[config.mk]
export PLATFORM = sky130hd
export DESIGN_NAME = uart_wb_bridge
export DESIGN_NICKNAME = d
export VERILOG_FILES = /design/src/rtl/uart_wb_bridge.sv
export SDC_FILE = /design/constraint.sdc
export NUM_CORES = 1
export LEC_CHECK = 0
export ABC_AREA = 0
export BUFFER_PORTS_ARGS = -buffer_cell sky130_fd_sc_hd__clkbuf_2
export CAP_MARGIN = 10
export CORE_MARGIN = 2
export CORE_UTILIZATION = 59
export DETAILED_ROUTE_END_ITERATION = 16
export GPL_ROUTABILITY_DRIVEN = 1
export PLACE_DENSITY = 0.85
export SLEW_MARGIN = 20
export SYNTH_ARGS = -nofsm -noshare
export SYNTH_HDL_FRONTEND = slang
export SYNTH_SLANG_ARGS = --single-unit
[constraint.sdc]
create_clock -name clk -period 3.9 [get_ports clk]
set_input_delay 0.39 -clock clk [delete_from_list [all_inputs] [get_ports clk]]
set_output_delay 0.39 -clock clk [all_outputs]
set_load 0.05 [all_outputs]
[src/rtl/uart_wb_bridge.sv]
// UART command decoder driving a single 32-bit Wishbone master port.
// Commands: 'W' adr[4] dat[4] -> 0x06, 'R' adr[4] -> dat[4]; bus timeout -> 0x15.
module uart_wb_bridge #(
    parameter int unsigned rx_timeout_cycles = 1000000,
    parameter int unsigned wb_timeout_cycles = 255
) (
    input  logic        clk,
    input  logic        reset,
    input  logic [7:0]  rx_data,
    input  logic        rx_avail,
    output logic        rx_ack,
    output logic [7:0]  tx_data,
    output logic        tx_wr,
    input  logic        tx_busy,
    output logic [31:0] wb_adr_o,
    output logic [31:0] wb_dat_o,
    input  logic [31:0] wb_dat_i,
    output logic [3:0]  wb_sel_o,
    output logic        wb_we_o,
    output logic        wb_cyc_o,
    output logic        wb_stb_o,
    input  logic        wb_ack_i
);

    // Handshakes: a byte is taken when rx_avail=1 and rx_ack was low last cycle;
    // tx_wr is issued only when tx_busy=0 and never in two consecutive cycles.
    typedef enum logic [2:0] {IDLE, ADDR, DATA, BUS, RESP} state_t;

    localparam int RXT_W = $clog2(rx_timeout_cycles + 1);
    localparam int WBT_W = $clog2(wb_timeout_cycles + 1);

    state_t             state, state_next;
    logic [RXT_W-1:0]   rx_timer;
    logic [WBT_W-1:0]   wb_timer;
    logic [1:0]         byte_cnt;
    logic               is_write;
    logic [31:0]        tx_shift;
    logic [1:0]         tx_left;
    logic               tx_last;
    logic               rx_take;
    logic               rx_expired;
    logic               wb_expired;
    logic               tx_go;

    assign wb_sel_o   = 4'b1111;
    assign rx_take    = rx_avail && !rx_ack && (state == IDLE || state == ADDR || state == DATA);
    assign rx_expired = (rx_timer == RXT_W'(rx_timeout_cycles));
    assign wb_expired = (wb_timer == WBT_W'(wb_timeout_cycles - 1));
    assign tx_go      = (state == RESP) && !tx_busy && !tx_wr && !tx_last;

    always_ff @(posedge clk) begin
        if (reset) state <= IDLE;
        else       state <= state_next;
    end

    always_comb begin
        state_next = state;
        case (state)
            IDLE: if (rx_take && (rx_data == 8'h57 || rx_data == 8'h52)) state_next = ADDR;
            ADDR: begin
                if (rx_take) begin
                    if (byte_cnt == 2'd3) state_next = is_write ? DATA : BUS;
                end else if (rx_expired) begin
                    state_next = IDLE;
                end
            end
            DATA: begin
                if (rx_take) begin
                    if (byte_cnt == 2'd3) state_next = BUS;
                end else if (rx_expired) begin
                    state_next = IDLE;
                end
            end
            BUS:  if (wb_cyc_o && (wb_ack_i || wb_expired)) state_next = RESP;
            RESP: if (tx_wr && tx_last) state_next = IDLE;
            default: state_next = IDLE;
        endcase
    end

    always_ff @(posedge clk) begin
        if (reset) begin
            rx_ack   <= 1'b0;
            tx_wr    <= 1'b0;
            tx_data  <= 8'h00;
            wb_adr_o <= 32'h0;
            wb_dat_o <= 32'h0;
            wb_we_o  <= 1'b0;
            wb_cyc_o <= 1'b0;
            wb_stb_o <= 1'b0;
            rx_timer <= '0;
            wb_timer <= '0;
            byte_cnt <= 2'd0;
            is_write <= 1'b0;
            tx_shift <= 32'h0;
            tx_left  <= 2'd0;
            tx_last  <= 1'b0;
        end else begin
            rx_ack <= rx_take;
            tx_wr  <= tx_go;
            case (state)
                IDLE: begin
                    byte_cnt <= 2'd0;
                    rx_timer <= '0;
                    if (rx_take) is_write <= (rx_data == 8'h57);
                end
                ADDR, DATA: begin
                    if (rx_take) begin
                        rx_timer <= '0;
                        byte_cnt <= byte_cnt + 2'd1;
                        if (state == ADDR) wb_adr_o <= {wb_adr_o[23:0], rx_data};
                        else               wb_dat_o <= {wb_dat_o[23:0], rx_data};
                    end else begin
                        rx_timer <= rx_timer + RXT_W'(1);
                    end
                end
                BUS: begin
                    if (!wb_cyc_o) begin
                        wb_cyc_o <= 1'b1;
                        wb_stb_o <= 1'b1;
                        wb_we_o  <= is_write;
                        wb_timer <= '0;
                    end else if (wb_ack_i || wb_expired) begin
                        wb_cyc_o <= 1'b0;
                        wb_stb_o <= 1'b0;
                        wb_we_o  <= 1'b0;
                        tx_last  <= 1'b0;
                        // Ack takes priority over a timeout landing on the same edge.
                        if (wb_ack_i) begin
                            tx_shift <= is_write ? {8'h06, 24'h0} : wb_dat_i;
                            tx_left  <= is_write ? 2'd0 : 2'd3;
                        end else begin
                            tx_shift <= {8'h15, 24'h0};
                            tx_left  <= 2'd0;
                        end
                    end else begin
                        wb_timer <= wb_timer + WBT_W'(1);
                    end
                end
                RESP: begin
                    if (tx_go) begin
                        tx_data  <= tx_shift[31:24];
                        tx_shift <= {tx_shift[23:0], 8'h00};
                        tx_left  <= tx_left - 2'd1;
                        if (tx_left == 2'd0) tx_last <= 1'b1;
                    end
                end
                default: ;
            endcase
        end
    end

endmodule

== Word-level counts from Yosys, hierarchy flattened ==
Index checks and enable logic that the tools add are counted.

* Bits in registers: 146
* Memory bits (writable): 0
* Latch bits: 0
* Input port bits: 45
* ROM bits: 0
* Memories kept: 0
* Word-level logic and storage cells: 110

* Shift operators: 0
* Div/mod/pow operators: 0
* Equality and inequality tests: 21
* Multiply operators: 0
* Reductions and logical operators: 31
* Mux-type cells: 37
* Magnitude comparators: 0
* Bitwise gates (word level): 1
* Add/subtract/negate cells: 4

{| class="wikitable"
|+ Operators with widths
! cell !! count
|-
| 32-bit two-way mux || 5
|-
| 32-bit case mux with 2 select lines || 1
|-
| 20-bit case mux with 2 select lines || 1
|-
| 3-bit two-way mux || 8
|-
| 20-bit by 1-bit adder with 20-bit output (second input constant) || 1
|-
| 20-bit == test (second input constant) || 1
|-
| 20-bit two-way mux || 1
|-
| 8-bit by 7-bit == test with 1-bit output (second input constant) || 2
|-
| 8-bit two-way mux || 2
|-
| 3-bit case mux with 5 select lines || 1
|-
| 2-bit two-way mux || 6
|-
| 2-bit != test (second input constant) || 6
|-
| 2-bit AND reduction || 5
|-
| 5-bit AND reduction || 2
|-
| 1-bit two-way mux || 9
|-
| 8-bit by 1-bit adder with 8-bit output (second input constant) || 1
|-
| 8-bit == test (second input constant) || 1
|-
| 1-bit logical AND || 8
|-
| 2-bit by 1-bit != test with 1-bit output (second input constant) || 4
|-
| 2-bit case mux with 2 select lines || 2
|-
| 3-bit by 2-bit == test with 1-bit output (second input constant) || 2
|-
| 3-bit by 2-bit != test with 1-bit output (second input constant) || 2
|-
| 3-bit AND reduction || 2
|-
| 1-bit logical NOT || 4
|-
| 13 further kinds || 17
|}

== Longest topological paths before layout ==
Gate-level depths: netlist of run 1.

* Word-level depth: 7
* Mapped depth: 8

== Worst setup path before layout of run 1 ==
OpenSTA, ideal clock, no wires.

* Path type: register -> register
* Start point: register wb_cyc_o
* End point: register state[1]
* Data required time: 3.769 ns
* Clock period less this slack: 1.929 ns
* Arrival: 1.798 ns
* Path slack: 1.971 ns
* Cell stages (with the launch flop): 7
* Cells stage by stage: dfxtp_1 -> clkbuf_1 -> nand4_1 -> o211ai_1 -> o211ai_1 -> a21oi_1 -> o32ai_1

* Cells in the longest elaborated chain, start to end: 3

{| class="wikitable"
|+ RTL lines
! what !! RTL line !! RTL
|-
| start, declared || 20 || <nowiki>output logic wb_cyc_o,</nowiki>
|-
| start signal, assigned || 88 || <nowiki>wb_cyc_o <= 1'b0;</nowiki>
|-
| start signal, assigned || 118 || <nowiki>wb_cyc_o <= 1'b1;</nowiki>
|-
| start signal, assigned || 123 || <nowiki>wb_cyc_o <= 1'b0;</nowiki>
|-
| 1-bit logical AND || 74 || <nowiki>BUS: if (wb_cyc_o && (wb_ack_i || wb_expired)) state_next = RESP;</nowiki>
|-
| 2-bit != test (no line) || -- ||
|-
| 5-bit AND reduction (no line) || -- ||
|-
| end signal, assigned || 53 || <nowiki>else state <= state_next;</nowiki>
|-
| end, declared || 32 || <nowiki>state_t state, state_next;</nowiki>
|}

No other way between the ends.
A chain may end at the register's enable or synchronous reset.

== Final worst setup path of run 1 ==
* Start point: register state[2]
* End point: register tx_shift[25]

* Cells in the longest elaborated chain, start to end: 6
* Elaborated cells between the ends (all ways): 11
* Classes of those cells: 5 x eq/ne; 1 x mux; 5 x reduce/logical

{| class="wikitable"
|+ RTL lines
! what !! RTL line !! RTL
|-
| 3-bit == test || 49, 100 ||
|-
| 1-bit logical AND (3 in series) || 49 || <nowiki>assign tx_go = (state == RESP) && !tx_busy && !tx_wr && !tx_last;</nowiki>
|-
| 2-bit != test (no line) || -- ||
|-
| 4-bit AND reduction (no line) || -- ||
|-
| end signal, assigned || 129 || <nowiki>tx_shift <= is_write ? {8'h06, 24'h0} : wb_dat_i;</nowiki>
|-
| end signal, assigned || 132 || <nowiki>tx_shift <= {8'h15, 24'h0};</nowiki>
|-
| end signal, assigned || 142 || <nowiki>tx_shift <= {tx_shift[23:0], 8'h00};</nowiki>
|-
| end, declared || 37 || <nowiki>logic [31:0] tx_shift;</nowiki>
|}

Several ways; a longest one is shown, not always the timed one.

==> PnR_summary.wiki, run 1 <==
{| class="wikitable"
! Metric !! Value
|-
| Warnings, synthesis || 0
|-
| Pin count of the biggest net entering global routing || 117
|-
| Post-synthesis average cell area || just over 8 µm²
|-
| Top cells by area in the synthesized netlist || sky130_fd_sc_hd__dfxtp_1 47%, sky130_fd_sc_hd__nand2_1 10%, sky130_fd_sc_hd__a21oi_1 10%, sky130_fd_sc_hd__a211oi_1 2.9%, sky130_fd_sc_hd__a22oi_1 2.7%
|-
| Crit path cell chain || nor3b_4 -> nand3b_1 -> o21a_1 -> nor2_1 -> buf_4 -> a311oi_1
|-
| Relative area change from synthesis to final layout || 18.4%
|-
| Post-synthesis instance total || 765
|-
| Fraction of layout instances using a drive strength above 1 || 18.9%
|-
| Residual DRC count || 0
|-
| Average detailed-routed wire length per instance || 15.4 µm
|-
| Top-area cell type share of the netlist area || a little under half
|-
| Count of distinct cell types in the synthesized netlist || 53
|-
| Slowest-stage cell, CP || sky130_fd_sc_hd__dfxtp_1
|-
| Final worst path period need || 2.56 ns
|-
| Proportion of synthesized chip area in sequential cells || 47.3%
|-
| Number of antenna diodes || 0
|-
| Setup CP Type || reg2reg
|-
| Hold violation total from the final report || 0
|-
| Clock Tree Buf Depth || 2
|-
| Async SR Flop Fraction || 0%
|-
| Critical register-to-register path endpoint || tx_shift[25]
|-
| Maximum vdd drop || 0.282 mV
|-
| Starting density of the core || 60.4%
|-
| Worst-Skew Late Latency || 0.53 ns
|-
| Initial antenna violation count || 0
|-
| Wirelength, routed || 15.5 mm
|-
| Dominant cell type by area after synthesis || sky130_fd_sc_hd__dfxtp_1
|-
| Post-CTS Repair Setup Buffers || 0
|-
| Element type at the critical path start || flop
|-
| Family with the most delay on the worst path || simple AND/OR/NAND/NOR gates
|-
| Maximum fanout count along the critical path || 18
|-
| Share of total power consumed by net switching || a little under a quarter
|-
| Max-capacitance violation count || 0
|-
| Total setup violations reported at the end of the flow || 0
|-
| Class of the tightest hold or removal check || in2reg
|-
| Category of the worst setup path capture point || flop
|-
| Fmax || 390 MHz
|-
| Number of flip-flops and latches in the synthesized netlist || 146
|-
| Number of clock buffers inserted by TritonCTS || 17
|-
| Leakage power || 2.66 nW
|-
| Power density over the cells || 441 nW/µm²
|-
| Total vias in the final route || 5899
|-
| CTS tree || done
|-
| Met2 layer wire length in the routed design || about 7.6 mm
|-
| Switching power summed over all nets || between 0.0007 and 0.0008 W
|-
| Final worst-path setup slack || ~1.3 ns
|-
| Slew Limit Fails || 0
|-
| Number of nets in the layout || 905
|-
| Number of global-route vias before repair || 5413
|-
| Die extent in x || 106 µm
|-
| Cts-stage hold buffer count || 0
|-
| Internal cell power || 0.00247 W
|-
| Final estimated routing congestion in global placement || 0.818
|-
| Signal arrival time at the worst endpoint || between 2 and 3 ns
|-
| CTS root buf || sky130_fd_sc_hd__clkbuf_8
|-
| Buffers added on ports || 121
|-
| Final worst-path cycle share || 65.7%
|-
| Number of gates resized after CTS || 0
|-
| Aggregate global routing overflow || 0
|-
| Chip Height || between 100 and 150 µm
|-
| Worst min-delay path startpoint || wb_dat_i[5]
|-
| Required time worst endpoint || roughly 4.3 ns
|-
| Headroom to the max-slew limit || 29.3%
|-
| Global-route usage over all layers || 27.8%
|-
| Depth of the worst register-to-register path || 6
|-
| Part of the power in combinational logic || roughly 6.0%
|-
| Worst reg2reg path startpoint || state[2]
|-
| Number of design-rule violations left by the first detailed-router iteration || around 500
|-
| Part of the total power dissipated in sequential elements || a little under half
|-
| Detail Placement HPWL || 9.93 mm
|-
| Clock sinks || 146
|-
| Largest stage delay on the critical path || 0.54 ns
|-
| Post-synthesis instance area || 6180 µm²
|-
| Clock transition at path regs || 0.06 ns
|-
| Number of synthesized flops with an enable pin || 0
|-
| IO Count || around 130
|-
| Die Area || 11300 µm²
|-
| Clock share of power || 47.0%
|-
| Top flip-flop cell by instance count after synthesis || sky130_fd_sc_hd__dfxtp_1
|-
| Result of the run || completed
|-
| Pre-CTS setup slack || ~1.4 ns
|-
| H-tree depth || 4
|-
| Routed metal-1 wirelength || 6.49 mm
|-
| Top routing layer in use || met4
|-
| Total number of placement rows || 37
|-
| Detail Route Antenna Nets || 0
|-
| Worst-margin pin slew || between 1 and 1.5 ns
|-
| Worst Hold Path EP || tx_shift[5]
|-
| Core Region || 10200 µm²
|-
| Setup total negative slack || 0 ns
|-
| Flop2flop setup slack || 1.34 ns
|-
| Global-route wire length before repair || 25.4 mm
|-
| Met3 wire len || 1.08 mm
|-
| Hold-critical path depth || 3
|-
| Via-to-Cell Ratio || ~5.9
|-
| Initial DRT Pass Iterations || 7
|-
| RSZ-0062 raised after global routing || false
|-
| Combined buffer and inverter count along the critical path || 1
|-
| Final setup skew || approximately 0.0094 ns
|}
[worst min-delay path, stage by stage]
cell                       delay (ns)
sky130_fd_sc_hd__clkbuf_2        0.08
sky130_fd_sc_hd__nand4_1         0.05
sky130_fd_sc_hd__a21oi_1         0.06
[area by class of cell]
class | count | area [µm²]
clock buffers | 24 | 480
repair buffers | 128 | 664
well taps | 136 | 170
flip-flops and latches | 146 | 2920
multi-input cells | 552 | 2970
inverters | 9 | 33.8
clock inverters | 8 | 76.3
fillers | 801 | 2910
[power groups by stage]
stage / clock network [W] / registers [W] / logic, W
finish: 0.00152 / 0.00152 / 0.000193
CTS: 0.00153 / 0.00151 / 0.000188
floorplan: 0 / 0.00156 / 0.000127
global placement: 0 / 0.00155 / 0.000181
detailed placement: 0 / 0.00155 / 0.000186
global route: 0.00160 / 0.00152 / 0.000210
[per-layer routing]
metal / vias to the layer above / track usage (%)
met5: - / 0
met4: 0 / 10.2
met3: 35 / 7.11
met2: 252 / 46.7
met1: 2730 / 34.5
li1: 2882 / -
[flip-flops by register name (all words and copies together), names as in the netlist]
signal	cells
wb_we_o	1
rx_ack	1
state	3
is_write	1
wb_stb_o	1
byte_cnt	2
tx_shift	32
wb_cyc_o	1
tx_data	8
rx_timer	20
wb_timer	8
wb_dat_o	32
wb_adr_o	32
tx_wr	1
tx_left	2
tx_last	1
[how the worst max path moves through the flow]
stage                     startpoint      endpoint  slack, ns  cells past startpoint
after floorplan             wb_cyc_o      state[1]       1.97                      6
after global placement      state[2]  tx_shift[25]       1.58                      6
after detailed placement    state[2]  tx_shift[27]       1.45                      6
after CTS                   state[2]  tx_shift[25]       1.41                      6
after global routing        state[2]  tx_shift[25]       1.10                      6
final                       state[2]  tx_shift[25]       1.34                      6
[synth_stat cells (3+ instances only)]
cell type                    n
sky130_fd_sc_hd__xnor2_1     3
sky130_fd_sc_hd__buf_2      12
sky130_fd_sc_hd__buf_4      10
sky130_fd_sc_hd__nand3_1    20
sky130_fd_sc_hd__nand3b_1    3
sky130_fd_sc_hd__ha_1        6
sky130_fd_sc_hd__clkbuf_1   39
sky130_fd_sc_hd__o211ai_1    3
sky130_fd_sc_hd__nand2_1   170
sky130_fd_sc_hd__dfxtp_1   146
sky130_fd_sc_hd__a211oi_1   24
sky130_fd_sc_hd__and4_1      3
sky130_fd_sc_hd__a31oi_1     5
sky130_fd_sc_hd__and3_1      7
sky130_fd_sc_hd__o21ai_0    26
sky130_fd_sc_hd__nor4b_1     3
sky130_fd_sc_hd__a311oi_1   12
sky130_fd_sc_hd__nand2b_1   13
sky130_fd_sc_hd__a22oi_1    22
sky130_fd_sc_hd__o22ai_1     3
sky130_fd_sc_hd__inv_1       9
sky130_fd_sc_hd__xor2_1      5
sky130_fd_sc_hd__nor3_1     14
sky130_fd_sc_hd__nand4_1    16
sky130_fd_sc_hd__nor2_1     33
sky130_fd_sc_hd__a21oi_1   124
[cell usage in the layout (no fill, tap or decap), types with 2 or more instances in the layout]
master                       count
sky130_fd_sc_hd__nand3_1        19
sky130_fd_sc_hd__xor2_1          5
sky130_fd_sc_hd__nand3b_1        3
sky130_fd_sc_hd__nor3b_1         2
sky130_fd_sc_hd__a22oi_1        22
sky130_fd_sc_hd__nor3_1         14
sky130_fd_sc_hd__o22ai_1         3
sky130_fd_sc_hd__inv_1           9
sky130_fd_sc_hd__and3_1          7
sky130_fd_sc_hd__dfxtp_1       146
sky130_fd_sc_hd__nor4b_1         3
sky130_fd_sc_hd__buf_4           7
sky130_fd_sc_hd__clkinv_2        3
sky130_fd_sc_hd__clkinvlp_4      3
sky130_fd_sc_hd__and4_1          3
sky130_fd_sc_hd__ha_1            6
sky130_fd_sc_hd__a211oi_1       24
sky130_fd_sc_hd__nor2b_1         2
sky130_fd_sc_hd__conb_1          4
sky130_fd_sc_hd__a31oi_1         5
sky130_fd_sc_hd__o211ai_1        3
sky130_fd_sc_hd__nand4_1        16
sky130_fd_sc_hd__nand2_1       170
sky130_fd_sc_hd__mux2i_1         2
sky130_fd_sc_hd__clkbuf_16      16
sky130_fd_sc_hd__o21a_1          2
sky130_fd_sc_hd__nand4b_1        2
sky130_fd_sc_hd__nor4_1          2
sky130_fd_sc_hd__xnor2_1         3
sky130_fd_sc_hd__clkbuf_8        5
sky130_fd_sc_hd__a311oi_1       12
sky130_fd_sc_hd__or4_1           2
sky130_fd_sc_hd__nor2_1         33
sky130_fd_sc_hd__a21oi_1       123
sky130_fd_sc_hd__clkbuf_1        3
sky130_fd_sc_hd__clkbuf_2      120
sky130_fd_sc_hd__nand2b_1       13
sky130_fd_sc_hd__o21ai_0        26
[per-stage QoR]
stage	instances	total power (W)	util, %	area [µm²]	hold slack [ns]
6_report	1003	0.00323	71.5	7320	0.0958
5_1_grt	1003	0.00332	71.5	7320	0.104
4_1_cts	1003	0.00324	71.3	7300	0.0865
3_5_place_dp	971	0.00173	65.9	6740	0.447
3_3_place_gp	971	0.00173	65.9	6740	0.441
2_1_floorplan	768	0.00169	-	6190	0.432
[cells by family (layout without fill, tap and decap cells)]
| group | count (synthesis) | in the layout | share of synthesized area (%) |
|---|---|---|---|
| buf+inv | 70 | 169 | 5.10 |
| other cells | 1 | 4 | 0.0607 |
| mux | 2 | 2 | 0.324 |
| fa+ha+maj | 6 | 6 | 1.21 |
| simple gates | 301 | 301 | 22.7 |
| flops | 146 | 146 | 47.3 |
| xor+xnor | 8 | 8 | 1.13 |
| compound gates | 231 | 231 | 22.2 |
(Power assumes the default switching activity.)
==> run 2, diff against run 1 <==
- ABC_AREA: 0 -> 1
- CORE_UTILIZATION: 59 -> 50
- PLACE_DENSITY: 0.85 -> 0.76
- clock period: 3.9 -> 2.3 ns (I/O delays scaled with it)
==> run 2 against run 1 <==
Clock skew decreased by 0.0029 ns; die area is 20% higher; critical path depth grew 4; clock-buffer cell count decreased by 5; sequential power is 72% higher; first-iteration DRC count is 21% lower; setup slack worse by 1.1 ns; total power increased by 97%; global-route usage down 5.9 points; register-to-register slack got worse by 1.1 ns; clock power grew 110%; via count is 1.8% lower; critical endpoint is now tx_shift[26]; largest cell class unchanged; highest routed layer unchanged.
==> PnR_summary.wiki, run 2 <==
{| class="wikitable"
! Metric !! Value
|-
| Final estimated routing congestion in global placement || 0.853 (+4.3%)
|-
| Util after Layout || 61.8% (-9.7 points)
|-
| Signal arrival time at the worst endpoint || 2.39 ns (-0.54 ns)
|-
| CTS root buf || sky130_fd_sc_hd__clkbuf_16
|-
| Category of the worst setup path capture point || flop
|-
| Power density over the cells || 822 nW/µm² (+86%)
|-
| Leakage power || 3.20 nW (+20%)
|-
| Worst reg2reg path startpoint || state[0]
|-
| Maximum fanout count along the critical path || 28 (+10)
|-
| Total number of placement rows || 41 (+11%)
|-
| Result of the run || completed
|-
| Final worst path period need || 2.09 ns (-0.469 ns)
|-
| Top routing layer in use || met4
|-
| Total setup violations reported at the end of the flow || 0 (unchanged)
|-
| Post-synthesis instance area || 6340 µm² (+2.5%)
|-
| Total placed instance area || 7040 µm² (+4.4%)
|-
| Fillers || 1182 (+48%)
|-
| Cts-stage hold buffer count || 0 (unchanged)
|-
| Number of antenna diodes || 0 (unchanged)
|-
| Slowest-stage cell, CP || sky130_fd_sc_hd__dfxtp_1
|-
| Most instantiated library cell after synthesis || sky130_fd_sc_hd__nor2_1
|-
| Clock sinks || 146 (unchanged)
|-
| Number of gates resized after CTS || 0 (unchanged)
|-
| Post-synthesis average cell area || 7.20 µm² (-11%)
|-
| Flop2flop setup slack || 0.21 ns (-1.13 ns)
|-
| Async SR Flop Fraction || 0% (unchanged)
|-
| Relative area change from synthesis to final layout || 22.0%
|-
| Top-area cell type share of the netlist area || 46.1% (-1.2 points)
|-
| Top cells by area in the synthesized netlist || sky130_fd_sc_hd__dfxtp_1 46%, sky130_fd_sc_hd__nor2_1 12%, sky130_fd_sc_hd__nand2_1 8.5%, sky130_fd_sc_hd__o21ai_0 7.7%, sky130_fd_sc_hd__a21oi_1 4.7%
|-
| Total vias in the final route || 5790 (-1.8%)
|-
| Top library cells by usage in the layout, fill and taps aside || 208 x sky130_fd_sc_hd__nor2_1, 146 x sky130_fd_sc_hd__dfxtp_1, 144 x sky130_fd_sc_hd__nand2_1, 121 x sky130_fd_sc_hd__clkbuf_2, 98 x sky130_fd_sc_hd__o21ai_0
|-
| RSZ-0062 raised after global routing || false
|-
| Met2 layer wire length in the routed design || 6.57 mm (-14%)
|-
| Proportion of synthesized chip area in sequential cells || 46.1% (-1.2 points)
|-
| Setup total negative slack || 0 ns (unchanged)
|-
| Worst-Skew Late Latency || 0.42 ns (-0.11 ns)
|-
| Crit path cell chain || nor2_4 -> nand2_4 -> inv_6 -> nand2_2 -> a21oi_4 -> nand2_4 -> inv_4 -> nand2_1 -> o21ai_0 -> nor2_1
|-
| Pin count of the biggest net entering global routing || 77 (-34%)
|-
| Number of global-route vias before repair || 5177 (-4.4%)
|-
| Largest stage delay on the critical path || 0.40 ns (-0.14 ns)
|-
| Die extent in x || 117 µm (+9.6%)
|-
| Post-CTS Repair Setup Buffers || 0 (unchanged)
|-
| Sequential cell area || 2920 µm² (unchanged)
|-
| Total area of multi-input combinational cells || 2940 µm² (-1.1%)
|-
| Final worst-path setup slack || 0.207 ns (-1.13 ns)
|-
| Total power of the final layout || 0.00636 W (+97%)
|-
| Headroom to the max-slew limit || 44.5% (+15 points)
|-
| Maximum vdd drop || 0.513 mV (+82%)
|-
| Warnings, synthesis || 0 (unchanged)
|-
| Dominant cell type by area after synthesis || sky130_fd_sc_hd__dfxtp_1
|-
| Number of nets in the layout || 1037 (+15%)
|-
| Clock transition at path regs || 0.06 ns (about the same)
|-
| H-tree depth || 4 (unchanged)
|-
| Core Region || 12500 µm² (+22%)
|-
| Combined buffer and inverter count along the critical path || 2 (+1)
|-
| Global-route wire length before repair || 23.6 mm (-7.2%)
|-
| Detail Route Antenna Nets || 0 (unchanged)
|-
| Starting density of the core || 50.6% (-9.8 points)
|-
| Max-capacitance violation count || 0 (unchanged)
|-
| Post-synthesis instance total || 880 (+15%)
|-
| Class of the tightest hold or removal check || in2reg
|-
| Wirelength, routed || 14.4 mm (-6.7%)
|-
| Residual DRC count || 0 (unchanged)
|-
| Family with the most delay on the worst path || simple AND/OR/NAND/NOR gates
|-
| Global-route usage over all layers || 21.9% (-5.9 points)
|-
| Number of synthesized flops with an enable pin || 0 (unchanged)
|-
| Aggregate global routing overflow || 0 (unchanged)
|-
| Routed metal-1 wirelength || 6.75 mm (+4.1%)
|-
| Clock Tree Buf Depth || 2 (unchanged)
|-
| IO Count || 126 (unchanged)
|-
| Final worst-path cycle share || 91.0% (+25 points)
|-
| Top flip-flop cell by instance count after synthesis || sky130_fd_sc_hd__dfxtp_1
|-
| Hold violation total from the final report || 0 (unchanged)
|-
| Chip Height || 117 µm (+9.6%)
|-
| Number of clock buffers inserted by TritonCTS || 17 (unchanged)
|-
| Design area || 7740 µm² (+5.7%)
|-
| Fraction of layout instances using a drive strength above 1 || 20.3% (+1.4 points)
|-
| Pre-CTS setup slack || 0.244 ns (-1.20 ns)
|-
| CTS tree || done
|-
| Initial DRT Pass Iterations || 4 (-3)
|-
| Number of flip-flops and latches in the synthesized netlist || 146 (unchanged)
|-
| Die Area || 13600 µm² (+20%)
|-
| Registers with the most flip-flops || tx_shift (32), wb_adr_o (32), wb_dat_o (32)
|-
| Via-to-Cell Ratio || 4.94 (-16%)
|-
| Element type at the critical path start || flop
|-
| Detail Placement HPWL || 9.83 mm (-1.1%)
|-
| Average detailed-routed wire length per instance || 12.3 µm (-20%)
|-
| Worst-margin pin slew || 0.831 ns (-0.230 ns)
|-
| Worst Hold Path EP || tx_shift[7]
|-
| Depth of the worst register-to-register path || 10 (+4)
|-
| Fmax || 478 MHz (+22%)
|-
| Met3 wire len || 846 µm (-21%)
|-
| Worst min-delay path startpoint || wb_dat_i[7]
|-
| Required time worst endpoint || 2.60 ns (-1.67 ns)
|-
| Count of distinct cell types in the synthesized netlist || 42 (-21%)
|-
| Initial antenna violation count || 0 (unchanged)
|-
| Buffers added on ports || 121 (unchanged)
|-
| Number of design-rule violations left by the first detailed-router iteration || 402 (-21%)
|-
| Dominant cell type by count on the critical path || sky130_fd_sc_hd__nand2_4
|-
| Hold-critical path depth || 3 (unchanged)
|-
| Final setup skew || 0.00645 ns (-0.00294 ns)
|-
| Leading post-synthesis cells by instance count || 208 x sky130_fd_sc_hd__nor2_1, 146 x sky130_fd_sc_hd__dfxtp_1, 144 x sky130_fd_sc_hd__nand2_1, 98 x sky130_fd_sc_hd__o21ai_0, 60 x sky130_fd_sc_hd__a21oi_1
|-
| Critical register-to-register path endpoint || tx_shift[26]
|-
| Setup CP Type || reg2reg
|-
| Commonest non-fill, non-tap cell in the layout || sky130_fd_sc_hd__nor2_1
|-
| Slew Limit Fails || 0 (unchanged)
|}
run 2: worst min-delay path, stage by stage:
cell,delay [ns]
sky130_fd_sc_hd__clkbuf_2,0.09
sky130_fd_sc_hd__nand3_2,0.05
sky130_fd_sc_hd__a21oi_1,0.05
run 2: worst max path at each step:
stage	start	endpoint	slack (ns)	cells after the start
3_3_place_gp	state[0]	tx_shift[26]	0.31	10
3_5_place_dp	state[0]	tx_shift[24]	0.24	10
2_1_floorplan	wb_timer[0]	tx_shift[16]	0.73	12
4_1_cts	state[0]	tx_shift[26]	0.22	10
5_1_grt	state[0]	tx_shift[26]	0.01	10
6_report	state[0]	tx_shift[26]	0.21	10
run 2: where the power goes:
part,internal [W],switching (W),leakage (nW)
Combinational,0.000145,0.000359,1.69
Sequential,0.00257,0.0000362,1.18
Clock,0.00218,0.00107,0.338
run 2: kinds of logic (layout without fill, tap and decap cells):
group	count (synthesis)	in the layout	share of synthesized area (%)
AO/OA/AOI/OAI	209	209	17.9
XOR/XNOR	3	3	0.415
adder cells (fa/ha/maj)	6	6	1.18
buffers and inverters	111	227	7.70
flip-flops	146	146	46.1
other	1	4	0.0592
AND/OR/NAND/NOR	404	404	26.6
run 2: area by class of cell:
type / instances / share of cell area [%]
repair buffers: 130 / 9.19
clock buffers: 19 / 5.73
inverters: 65 / 3.25
multi-input cells: 626 / 38.0
well taps: 172 / 2.78
clock inverters: 13 / 3.28
flip-flops and latches: 146 / 37.8
run 2: routing by layer:
layer  up-vias  track usage (%)
met2       139             36.0
met5         -                0
met1      2560             28.2
met3        23             5.09
li1       3068                -
met4         0             8.00
run 2: through the flow:
stage / hold WS (ns) / cells
after floorplan: 0.373 / 883
after global placement: 0.432 / 1139
after detailed placement: 0.437 / 1139
after CTS: 0.0326 / 1171
after global routing: 0.0434 / 1171
final: 0.0445 / 1171
